`src/rtl/isdu_ctrl.sv`:
```
// Control FSM for a small LC-3 style datapath: fetch, decode and execute
// sequencing with a parameterised memory wait, decoding registered state and IR only.
module isdu_ctrl #(
    parameter int unsigned MEM_WAIT = 2
) (
    input  logic        Clk,
    input  logic        Reset_al,
    input  logic        Run,
    input  logic        Continue,
    input  logic [15:0] IR,
    input  logic        BEN,
    output logic        LD_MAR,
    output logic        LD_MDR,
    output logic        LD_IR,
    output logic        LD_BEN,
    output logic        LD_CC,
    output logic        LD_REG,
    output logic        LD_PC,
    output logic        LD_LED,
    output logic        GatePC,
    output logic        GateMDR,
    output logic        GateALU,
    output logic        GateMARMUX,
    output logic [1:0]  PCMUX,
    output logic [1:0]  ADDR2MUX,
    output logic [1:0]  ALUK,
    output logic        DRMUX,
    output logic        SR1MUX,
    output logic        SR2MUX,
    output logic        ADDR1MUX,
    output logic        MIO_EN,
    output logic        Mem_OE_N,
    output logic        Mem_WE_N,
    output logic [4:0]  state_dbg
);

    typedef enum logic [4:0] {
        S_HALTED, S_F1, S_F2, S_F3, S_DECODE,
        S_ADD, S_AND, S_NOT, S_BR, S_BR_TAKE, S_JMP,
        S_JSR1, S_JSR2, S_LDR1, S_LDR2, S_LDR3,
        S_STR1, S_STR2, S_STR3, S_PAUSE1, S_PAUSE2
    } state_t;

    state_t     state;
    state_t     state_next;
    logic [2:0] wait_cnt;
    logic       wait_done;
    logic       in_wait;
    logic       ir_unused;

    assign wait_done = (wait_cnt == 3'(MEM_WAIT));
    assign in_wait   = (state == S_F2) || (state == S_LDR2) || (state == S_STR3);
    assign state_dbg = state;
    assign ir_unused = ^{IR[11:6], IR[4:0]};

    // The counter restarts on every state change, so each memory phase begins at zero.
    always_ff @(posedge Clk or negedge Reset_al) begin
        if (!Reset_al) begin
            state    <= S_HALTED;
            wait_cnt <= '0;
        end else begin
            state <= state_next;
            if (state_next != state) begin
                wait_cnt <= '0;
            end else if (in_wait) begin
                wait_cnt <= wait_cnt + 3'd1;
            end
        end
    end

    always_comb begin
        state_next = state;
        LD_MAR     = 1'b0;
        LD_MDR     = 1'b0;
        LD_IR      = 1'b0;
        LD_BEN     = 1'b0;
        LD_CC      = 1'b0;
        LD_REG     = 1'b0;
        LD_PC      = 1'b0;
        LD_LED     = 1'b0;
        GatePC     = 1'b0;
        GateMDR    = 1'b0;
        GateALU    = 1'b0;
        GateMARMUX = 1'b0;
        PCMUX      = 2'b00;
        ADDR2MUX   = 2'b00;
        ALUK       = 2'b00;
        DRMUX      = 1'b0;
        SR1MUX     = 1'b0;
        SR2MUX     = 1'b0;
        ADDR1MUX   = 1'b0;
        MIO_EN     = 1'b0;
        Mem_OE_N   = 1'b1;
        Mem_WE_N   = 1'b1;

        case (state)
            S_HALTED: if (Run) state_next = S_F1;
            S_F1: begin
                GatePC     = 1'b1;
                LD_MAR     = 1'b1;
                LD_PC      = 1'b1;
                state_next = S_F2;
            end
            S_F2, S_LDR2: begin
                Mem_OE_N = 1'b0;
                if (wait_done) begin
                    LD_MDR     = 1'b1;
                    state_next = (state == S_F2) ? S_F3 : S_LDR3;
                end
            end
            S_F3: begin
                GateMDR    = 1'b1;
                LD_IR      = 1'b1;
                state_next = S_DECODE;
            end
            S_DECODE: begin
                LD_BEN = 1'b1;
                case (IR[15:12])
                    4'b0001: state_next = S_ADD;
                    4'b0101: state_next = S_AND;
                    4'b1001: state_next = S_NOT;
                    4'b0000: state_next = S_BR;
                    4'b1100: state_next = S_JMP;
                    4'b0100: state_next = S_JSR1;
                    4'b0110: state_next = S_LDR1;
                    4'b0111: state_next = S_STR1;
                    4'b1101: state_next = S_PAUSE1;
                    default: state_next = S_F1;
                endcase
            end
            S_ADD, S_AND, S_NOT: begin
                SR1MUX     = 1'b1;
                SR2MUX     = IR[5];
                ALUK       = (state == S_ADD) ? 2'b00 : (state == S_AND) ? 2'b01 : 2'b10;
                GateALU    = 1'b1;
                LD_REG     = 1'b1;
                LD_CC      = 1'b1;
                state_next = S_F1;
            end
            S_BR: state_next = BEN ? S_BR_TAKE : S_F1;
            S_BR_TAKE: begin
                ADDR2MUX   = 2'b10;
                PCMUX      = 2'b10;
                LD_PC      = 1'b1;
                state_next = S_F1;
            end
            S_JMP: begin
                SR1MUX     = 1'b1;
                SR2MUX     = IR[5];
                ALUK       = 2'b11;
                GateALU    = 1'b1;
                PCMUX      = 2'b01;
                LD_PC      = 1'b1;
                state_next = S_F1;
            end
            S_JSR1: begin
                GatePC     = 1'b1;
                DRMUX      = 1'b1;
                LD_REG     = 1'b1;
                state_next = S_JSR2;
            end
            S_JSR2: begin
                ADDR2MUX   = 2'b11;
                PCMUX      = 2'b10;
                LD_PC      = 1'b1;
                state_next = S_F1;
            end
            S_LDR1, S_STR1: begin
                ADDR1MUX   = 1'b1;
                ADDR2MUX   = 2'b01;
                SR1MUX     = 1'b1;
                GateMARMUX = 1'b1;
                LD_MAR     = 1'b1;
                state_next = (state == S_LDR1) ? S_LDR2 : S_STR2;
            end
            S_LDR3: begin
                GateMDR    = 1'b1;
                LD_REG     = 1'b1;
                LD_CC      = 1'b1;
                state_next = S_F1;
            end
            S_STR2: begin
                SR2MUX     = IR[5];
                ALUK       = 2'b11;
                GateALU    = 1'b1;
                MIO_EN     = 1'b1;
                LD_MDR     = 1'b1;
                state_next = S_STR3;
            end
            S_STR3: begin
                Mem_WE_N = 1'b0;
                if (wait_done) state_next = S_F1;
            end
            S_PAUSE1: begin
                LD_LED = 1'b1;
                if (Continue) state_next = S_PAUSE2;
            end
            S_PAUSE2: if (!Continue) state_next = S_F1;
            default: state_next = S_HALTED;
        endcase
    end

endmodule

```
`config.mk`:
```
export PLATFORM = sky130hd
export DESIGN_NAME = isdu_ctrl
export DESIGN_NICKNAME = d
export VERILOG_FILES = /design/src/rtl/isdu_ctrl.sv
export SDC_FILE = /design/constraint.sdc
export NUM_CORES = 1
export LEC_CHECK = 0
export CORE_MARGIN = 2
export CORE_UTILIZATION = 63
export DETAILED_ROUTE_END_ITERATION = 8
export DONT_BUFFER_PORTS = 1
export GPL_ROUTABILITY_DRIVEN = 0
export PLACE_DENSITY = 0.76
export SETUP_SLACK_MARGIN = 0.3
export SKIP_LAST_GASP = 1
export SYNTH_ARGS = -nofsm -noshare
export SYNTH_HDL_FRONTEND = slang
export SYNTH_SLANG_ARGS = --single-unit
```
`constraint.sdc`:
```
create_clock -name Clk -period 2.5 [get_ports Clk]
set_clock_uncertainty 0.1 [all_clocks]
set_input_delay 0.625 -clock Clk [delete_from_list [all_inputs] [get_ports Clk]]
set_output_delay 0.625 -clock Clk [all_outputs]
set_load 0.01 [all_outputs]
```
=== Word-level counts from Yosys, hierarchy flattened ===
Memory sizes are Yosys's and may differ from the RTL's.
Cells that the tools add are included.
W data, S select, Z words.

* Bits in registers: 8
* Bits in read-only memories: 80
* Input port bits: 21
* Logic and storage cells: 79
* Memories: 1

* $add $sub $neg: 1
* Equality and inequality tests: 22
* Multiplexer cells: 35
* Reduce and logical (&&, ||, !) cells: 18

{| class="wikitable"
|+ Memory list
! memory !! depth !! bits a word !! read ports !! clocked after Yosys merged registers in !! write ports !! line !! text
|-
| (no name shown) || 16 || 5 || 1 || 0 || 0 || 118 || <nowiki>case (IR[15:12])</nowiki>
|}

{| class="wikitable"
|+ Operators with widths
! kind !! count
|-
| $pmux W5 S13 || 1
|-
| $eq A5 B4 Y1 const B || 8
|-
| $mux W5 || 6
|-
| $eq A5 B5 Y1 const B || 5
|-
| $eq A5 B3 Y1 const B || 4
|-
| $mux W1 || 18
|-
| $reduce_or A2 Y1 || 6
|-
| $eq A5 B2 Y1 const B || 2
|-
| $reduce_or A5 Y1 || 2
|-
| $mux W4 || 2
|-
| $pmux W2 S2 || 2
|-
| $reduce_or A4 Y1 || 2
|-
| $reduce_or A7 Y1 || 1
|-
| $mux W3 || 2
|-
| $pmux W2 S3 || 1
|-
| $reduce_or A3 Y1 || 2
|-
| $reduce_or A6 Y1 || 1
|-
| $eq A5 B1 Y1 const B || 1
|-
| $logic_not A5 Y1 || 1
|-
| $ne A5 B5 Y1 || 1
|-
| $mux W2 || 2
|-
| $add A3 B1 Y3 const B || 1
|-
| $eq A3 B2 Y1 const B || 1
|-
| $logic_or A1 B1 Y1 || 2
|-
| 2 further kinds || 2
|}

=== Longest topological paths before layout ===
Gate-level depths: netlist of the first run.

* Word-level depth: 6
* Gate-level depth with buffers: 8

=== Worst setup path before layout of the first run ===
OpenSTA, ideal clock, no wires.

* Kind: flip-flop to output port
* From: register state[3], in the netlist state_dbg[3]
* To: output port SR2MUX
* Data arrival time: 1.632 ns
* Required time: 1.775 ns
* Path slack: 0.143 ns
* Stages on the path, launching flop included: 8
* Cell sequence: dfrtp_1 -> buf_4 -> nand2b_1 -> nor2_1 -> o21ai_0 -> a21oi_1 -> or2_2 -> and2_1

* Word-level cells in the longest chain between the ends: 3
* Elaborated cells between the ends (all ways): 7
* Those cells by class: eq/ne: 5; mux: 1; reduce/logical: 1

{| class="wikitable"
|+ Ends and longest elaborated chain
! element !! line !! text
|-
| start, declared || 44 || <nowiki>state_t state;</nowiki>
|-
| start signal, assigned || 62 || <nowiki>state <= state_next;</nowiki>
|-
| $eq A5 B3 Y1, or another cell as far along || 96 || <nowiki>case (state)</nowiki>
|-
| $reduce_or A5 Y1 (no line) (*) || n/a ||
|-
| $mux W1 (*) || 96 ||
|-
| end, declared || 29 || <nowiki>output logic SR2MUX,</nowiki>
|}

Every way passes the cells marked *; elsewhere a longest branch is shown, timed or not.

=== Worst setup path in the final report of the first run ===
* From: register state[3], in the netlist state_dbg[3]
* To: output port ADDR1MUX

* Word-level cells in the longest chain between the ends: 3
* Elaborated cells between the ends (all ways): 4
* Those cells by class: eq/ne: 2; mux: 1; reduce/logical: 1

{| class="wikitable"
|+ Ends and longest elaborated chain
! element !! line !! text
|-
| $eq A5 B4 Y1 or $eq A5 B5 Y1 (tied branches) || 96 ||
|-
| $reduce_or A2 Y1 (*) || 96 ||
|-
| $mux W1 (*) || 96 ||
|-
| end, declared || 30 || <nowiki>output logic ADDR1MUX,</nowiki>
|}

Marked as above.

==> out/qor.txt, run 1 <==
Status = completed
Synth area leaders = dfrtp_1 16%, nand2_1 6.5%, ha_1 5.9%, a21oi_1 5.5%, nand2b_1 5.4%
CTS max path bufs = 2
Share of flip-flops with an asynchronous set or reset = 100.0%
Top Metal Used = met4
Starting Density = 65.91%
Vias in the first global route = 1328
M1 wire length = 1562 um
HPWL after detailed placement = 2509 um
Mean post-synth cell area = 7.033 um2
Largest net degree at the start of global routing = 29
YS warnings = 0
Crit path DAT = 1.68 ns
Total Routing Usage GR = 32.51%
Post-synth cell types = 53
DRC = 0
Reg power frac = 14.5%
Post-synth EDFFs = 0
Required @ worst endpoint = 1.77 ns
Slew Viols, Final = 0
Crit-path cells = nand2b_4, or2_4, nor2_4, nor2_2, nor2_1, buf_4
Reg2Reg Setup Slack = 0.16 ns
Clock Sinks = 8
Antenna violations before repair = 0
Worst skew pair latency = 0.26 ns
Number of synthesized register bits = 8
CP top delay family = simple AND/OR/NAND/NOR gates
First-pass GRT wire length = 6203 um
Reg2reg start = state_dbg[3]$_DFF_PN0_
Worst Setup End Kind = primary output
Max FO, Critical Path = 8
Met2 Wirelength = 2014 um
Slew margin rel. = 71.70%
Die H = 49.08 um
CP max-delay cell = dfrtp_2
Non-Filler Instances = 225
Core area = 1942 um2
CP bufs+invs = 1
Die area = 2408 um2
Commonest cells post-synth = 22 x nand2_1, 14 x a21oi_1, 14 x nor2_1, 11 x nand2b_1, 10 x inv_1
Setup TNS = 0 ns
Final Net Count = 227
Diode count = 0
Cell Int Power = 0.8136 mW
Fill count = 108
Row Count = 16
Count leader, synth = nand2_1
Synthesized instance count = 182
Synthesized area = 1280 um2
Area leader, netlist = dfrtp_1
Root Buffer = clkbuf_4
Net load switching power = 0.9798 mW
Final hold vios = 0
Period utilization = 96.27%
Final setup violation count = 0
Fmax = 415.5 MHz
# IOs = 51
Multi-input logic area = 1099 um2
Crit path capture = ADDR1MUX
Power per cell area = 1104 nW/um2
Synth Flop Type = dfrtp_1
Combinational group share of total power = 79.8%
DR vias = 1508
Final min period = 2.407 ns
Max_cap viols = 0
DRT Wirelength = 4244 um
CTS tree = yes
Number of I/O port buffers = 0
RSZ-0062 raised after global routing = true
Delay of the slowest critical-path stage = 0.51 ns
Worst min-delay path class = in -> reg
Drt first pass iters = 4
CP Class = reg -> out
WP depth = 6
Crit path from = state_dbg[3]$_DFF_PN0_
Sw frac = 54.63%
Grt ovf = 0
FF-to-FF End = wait_cnt[0]$_DFFE_PN0P_
Clock Power Share = 5.6%
Drt first-iter violations = 104
Worst reg2reg path depth = 8
Maximum VDD drop = 684.9 uV
Area delta synth->final = 26.88%
Post-synth top area share = 15.64%
WL met3 = 468 um
Worst setup SP type = register
Placed insts = 207
Reg area = 206.4 um2
Htree depth = 1
Sequential area share after synthesis = 15.64%
Die width = 49.08 um
CTS buffer count = 3
Vias/cell = 6.702
Final ANT Viol Nets = 0
Share of layout cells above drive strength 1 = 40.40%
WL/cell = 18.86 um
Worst-path clk slew = 0.06 ns
Worst Tran Pin Value = 0.4245 ns
Leak = 0.6784 nW
Syn_nets = 209
## worst min path at each step
stage / start / end / cells after the start
after floorplan: Reset_al / state_dbg[0]$_DFF_PN0_ / 0
after global placement: Reset_al / state_dbg[0]$_DFF_PN0_ / 0
after detailed placement: Reset_al / wait_cnt[2]$_DFFE_PN0P_ / 0
after CTS: IR[14] / state_dbg[4]$_DFF_PN0_ / 2
after global routing: IR[14] / state_dbg[4]$_DFF_PN0_ / 2
final: IR[14] / state_dbg[4]$_DFF_PN0_ / 2
## final cells by class
class | instances | area share (%)
inverter | 11 | 2.542
timing repair buffer | 27 | 13.64
sequential | 8 | 12.71
clock buffer | 3 | 1.387
tap | 27 | 2.080
multi-input combinational | 149 | 67.64
## worst register-to-register path, stage by stage (launching register included)
cell and delay [ns]:
dfrtp_2 0.51, nand2b_4 0.21, or2_4 0.26, buf_4 0.14
buf_6 0.11, o32a_1 0.35, nand4_1 0.15, nand2_2 0.10
nor4_2 0.29
## state kept, by name, indices dropped and copies added (netlist names)
signal / count
state_dbg: 5
wait_cnt: 3
## per-layer routing
layer / vias up / GRT usage, %
met5: - / 0
met4: 0 / 9.524
met2: 127 / 54.73
met3: 30 / 7.669
li1: 670 / -
met1: 681 / 41.00
## metrics by stage
stage | setup WS (ns) | power (mW) | utilization, % | hold WS (ns) | area [um2]
after floorplan | 0.3012 | 1.121 | - | 0.2294 | 1294
after global placement | 0.2753 | 1.256 | 67.98 | 0.2296 | 1320
after detailed placement | 0.2141 | 1.288 | 67.98 | 0.2296 | 1320
after CTS | 0.1656 | 1.594 | 78.54 | 0.4434 | 1525
after global routing | 0.03780 | 1.897 | 83.63 | 0.4595 | 1624
final | 0.09321 | 1.793 | 83.63 | 0.4579 | 1624
## power groups by stage
stage | Combinational, mW | Sequential, mW | Clock [mW]
floorplan | 0.898 | 0.223 | 0
global placement | 0.996 | 0.260 | 0
detailed placement | 1.02 | 0.264 | 0
CTS | 1.23 | 0.260 | 0.103
global route | 1.52 | 0.265 | 0.111
finish | 1.43 | 0.260 | 0.101
## cell usage in the layout, fill, tap and decap left out, types with 2 or more instances in the layout
master / instances
a31oi_1: 3
nor4_2: 2
o22ai_1: 2
o21ai_2: 2
or2b_1: 2
or2_4: 3
a211o_1: 3
nand2b_1: 7
mux2_2: 2
ha_1: 6
nand2_1: 20
nor3_1: 3
nand2_2: 3
nor2_1: 5
a21oi_1: 12
inv_1: 9
nand2b_4: 3
inv_2: 2
nor3_2: 5
xnor2_1: 3
o21ai_0: 7
nor3b_2: 2
nor2b_1: 4
nor2_4: 3
nor2_2: 6
buf_6: 3
clkbuf_4: 3
nand3b_1: 2
nand4_1: 3
a21o_1: 2
buf_1: 2
a21oi_2: 2
dfrtp_1: 3
and2_4: 4
xor2_1: 3
dfrtp_2: 5
buf_4: 20
## kinds of logic after synthesis
family          Yosys count  synth area share (%)
buf+inv                  25                 11.53
xor+xnor                  7                 4.790
mux                       3                 2.541
fa+ha+maj                 6                 5.865
compound gates           45                 22.48
simple gates             88                 37.15
flops                     8                 15.64
## what timing repair did
action,in CTS,in global routing
setup buffers,9,5
hold buffers,1,0
pin swaps,6,5
hold endpoints to repair,8,0
endpoints found under the setup margin,25,26
gates resized for setup,34,15
(Power assumes the default switching activity.)
==> run 2: changes to the inputs <==
--- a/config.mk
+++ b/config.mk
@@ -7,9 +7,11 @@
 export LEC_CHECK = 0
 export CORE_MARGIN = 2
 export CORE_UTILIZATION = 63
+export CTS_CLUSTER_DIAMETER = 30
 export DETAILED_ROUTE_END_ITERATION = 8
 export DONT_BUFFER_PORTS = 1
 export GPL_ROUTABILITY_DRIVEN = 0
+export HOLD_SLACK_MARGIN = 0.03
 export PLACE_DENSITY = 0.76
 export SETUP_SLACK_MARGIN = 0.3
 export SKIP_LAST_GASP = 1
==> constraint.sdc (replaced) <==
create_clock -name Clk -period 2.5 [get_ports Clk]
set_clock_uncertainty 0.1 [all_clocks]
set_input_delay 0.5 -clock Clk [delete_from_list [all_inputs] [get_ports Clk]]
set_output_delay 0.5 -clock Clk [all_outputs]
set_load 0.01 [all_outputs]
==> run 2 against run 1 <==
  * Total power up 8.2%
  * Cell count up 1.8%
  * Worst setup slack better by 0.095 ns
  * Largest power group unchanged
==> out/qor.txt, run 2 (same netlist as run 1, synthesis figures left out) <==
Setup TNS = 0 ns
Number of I/O port buffers = 0
Final hold vios = 0
Final min period = 2.312 ns
Drt first-iter violations = 114
DR vias = 1550
Share of layout cells above drive strength 1 = 33.66%
Max FFs per register = 5
Diode count = 0
Maximum VDD drop = 946.6 uV
RSZ-0062 raised after global routing = true
Delay of the slowest critical-path stage = 0.47 ns
Grt met3 use = 7.362%
Final setup violation count = 0
Antenna violations before repair = 0
Crit-path cells = buf_4, nand2_1, or3b_2, a21oi_2, a211o_1, xor2_4, nor4_4
Row Count = 16
Fill count = 115
Vias in the first global route = 1335
Worst-path clk slew = 0.05 ns
Final ANT Viol Nets = 0
Max_cap viols = 0
HPWL after detailed placement = 2577 um
Grt ovf = 0
Placed insts = 209
# IOs = 51
Worst min-delay path class = in -> reg
Worst skew pair latency = 0.25 ns
Fmax = 432.5 MHz
Starting Density = 65.91%
CP max-delay cell = or3b_2
DRT Wirelength = 4314 um
Power per cell area = 1182 nW/um2
Commonest non-fill, non-tap cells in the layout = 24 x buf_4, 21 x nand2_1, 12 x a21oi_1
Worst setup SP type = register
Crit path DAT = 2.35 ns
Slew Viols, Final = 0
Worst Setup End Kind = register
Area delta synth->final = 28.35%
Clock Sinks = 8
DRC = 0
Most Used Layer, Global Route = met2
Final Net Count = 230
CTS buffer count = 3
Slew margin rel. = 70.24%
Max FO, Critical Path = 9
WL/cell = 18.84 um
First-pass GRT wire length = 6037 um
CP Class = reg -> reg
CTS max path bufs = 2
Non-Filler Instances = 229
Total Routing Usage GR = 31.69%
Required @ worst endpoint = 2.54 ns
Leak = 0.7096 nW
Die H = 49.08 um
Period utilization = 92.48%
Commonest non-fill, non-tap cell in the layout = buf_4
Die area = 2408 um2
Status = completed
Die width = 49.08 um
Drt first pass iters = 5
Root Buffer = clkbuf_4
Vias/cell = 6.769
CTS tree = yes
Worst Tran Pin Value = 0.4442 ns
Htree depth = 1
Met1 GRT Util = 39.19%
Core area = 1942 um2
Largest net degree at the start of global routing = 22
M2 GR Usage = 50.23%
[run 2: changes by cell type in the layout (fill, tap and decap cells not counted), moves of 2 or more]
| cell | before | now |
|---|---|---|
| and2_1 | 0 | 2 |
| and2_4 | 4 | 1 |
| buf_1 | 2 | 0 |
| buf_4 | 20 | 24 |
| nor2_1 | 5 | 11 |
| nor2_2 | 6 | 2 |
| nor2_4 | 3 | 1 |
| nor3_1 | 3 | 8 |
| nor3_2 | 5 | 0 |
| nor3b_1 | 1 | 3 |
| nor3b_2 | 2 | 0 |
| nor4_2 | 2 | 0 |
| nor4_4 | 0 | 3 |
[run 2: worst paths after layout]
path / slack [ns] / end / start / cells after the start
max: 0.19 / wait_cnt[1]$_DFFE_PN0P_ / state_dbg[1]$_DFF_PN0_ / 7
min: 0.32 / state_dbg[4]$_DFF_PN0_ / IR[14] / 2
max reg2reg: 0.19 / wait_cnt[1]$_DFFE_PN0P_ / state_dbg[1]$_DFF_PN0_ / 7
min reg2reg: 0.55 / wait_cnt[2]$_DFFE_PN0P_ / wait_cnt[2]$_DFFE_PN0P_ / 3
max in group asynchronous: 1.55 / state_dbg[0]$_DFF_PN0_ / Reset_al / 1
min in group asynchronous: 0.48 / state_dbg[2]$_DFF_PN0_ / Reset_al / 1
[run 2: critical path, delay by kind of cell, from the launching register on]
family          cells  cell delay (ns)
flops               1             0.45
xor+xnor            1             0.15
compound gates      2             0.42
buf+inv             1             0.20
simple gates        3             0.88
[run 2: metrics by stage]
stage / utilization (%) / setup slack [ns] / power (mW) / area [um2] / hold WS, ns
3_3_place_gp: 67.72 / 0.3176 / 1.269 / 1315 / 0.1046
5_1_grt: 84.60 / 0.1693 / 2.038 / 1643 / 0.3189
3_5_place_dp: 67.72 / 0.2787 / 1.296 / 1315 / 0.1046
2_1_floorplan: - / 0.3495 / 1.109 / 1282 / 0.1044
6_report: 84.60 / 0.1881 / 1.941 / 1643 / 0.3228
4_1_cts: 74.55 / 0.2776 / 1.521 / 1448 / 0.3167
[run 2: where the power goes]
part / total [mW] / internal [mW] / switching [mW]
Clock: 0.101 / 0.0608 / 0.0406
Sequential: 0.259 / 0.173 / 0.0861
Combinational: 1.58 / 0.657 / 0.923
[run 2: per-layer routing]
metal | up-vias | routed length, um
met2 | 129 | 1957
met3 | 38 | 510
li1 | 669 | -
met4 | 0 | 295
met1 | 714 | 1551
met5 | - | 0
[run 2: cell type report]
class / count / area (um2) / share of cell area, %
sequential: 8 / 206.4 / 12.57
timing repair buffer: 30 / 262.8 / 15.99
inverter: 11 / 41.29 / 2.513
tap: 27 / 33.78 / 2.056
multi-input combinational: 149 / 1072 / 65.27
clock buffer: 4 / 26.28 / 1.599
[run 2: repair_timing]
item | in CTS | in global routing
gates cloned | 0 | 1
setup buffers | 8 | 6
pin swaps | 3 | 11
hold buffers | 1 | 0
endpoints found under the setup margin | 14 | 18
gates resized for setup | 15 | 25
hold endpoints to repair | 8 | 0
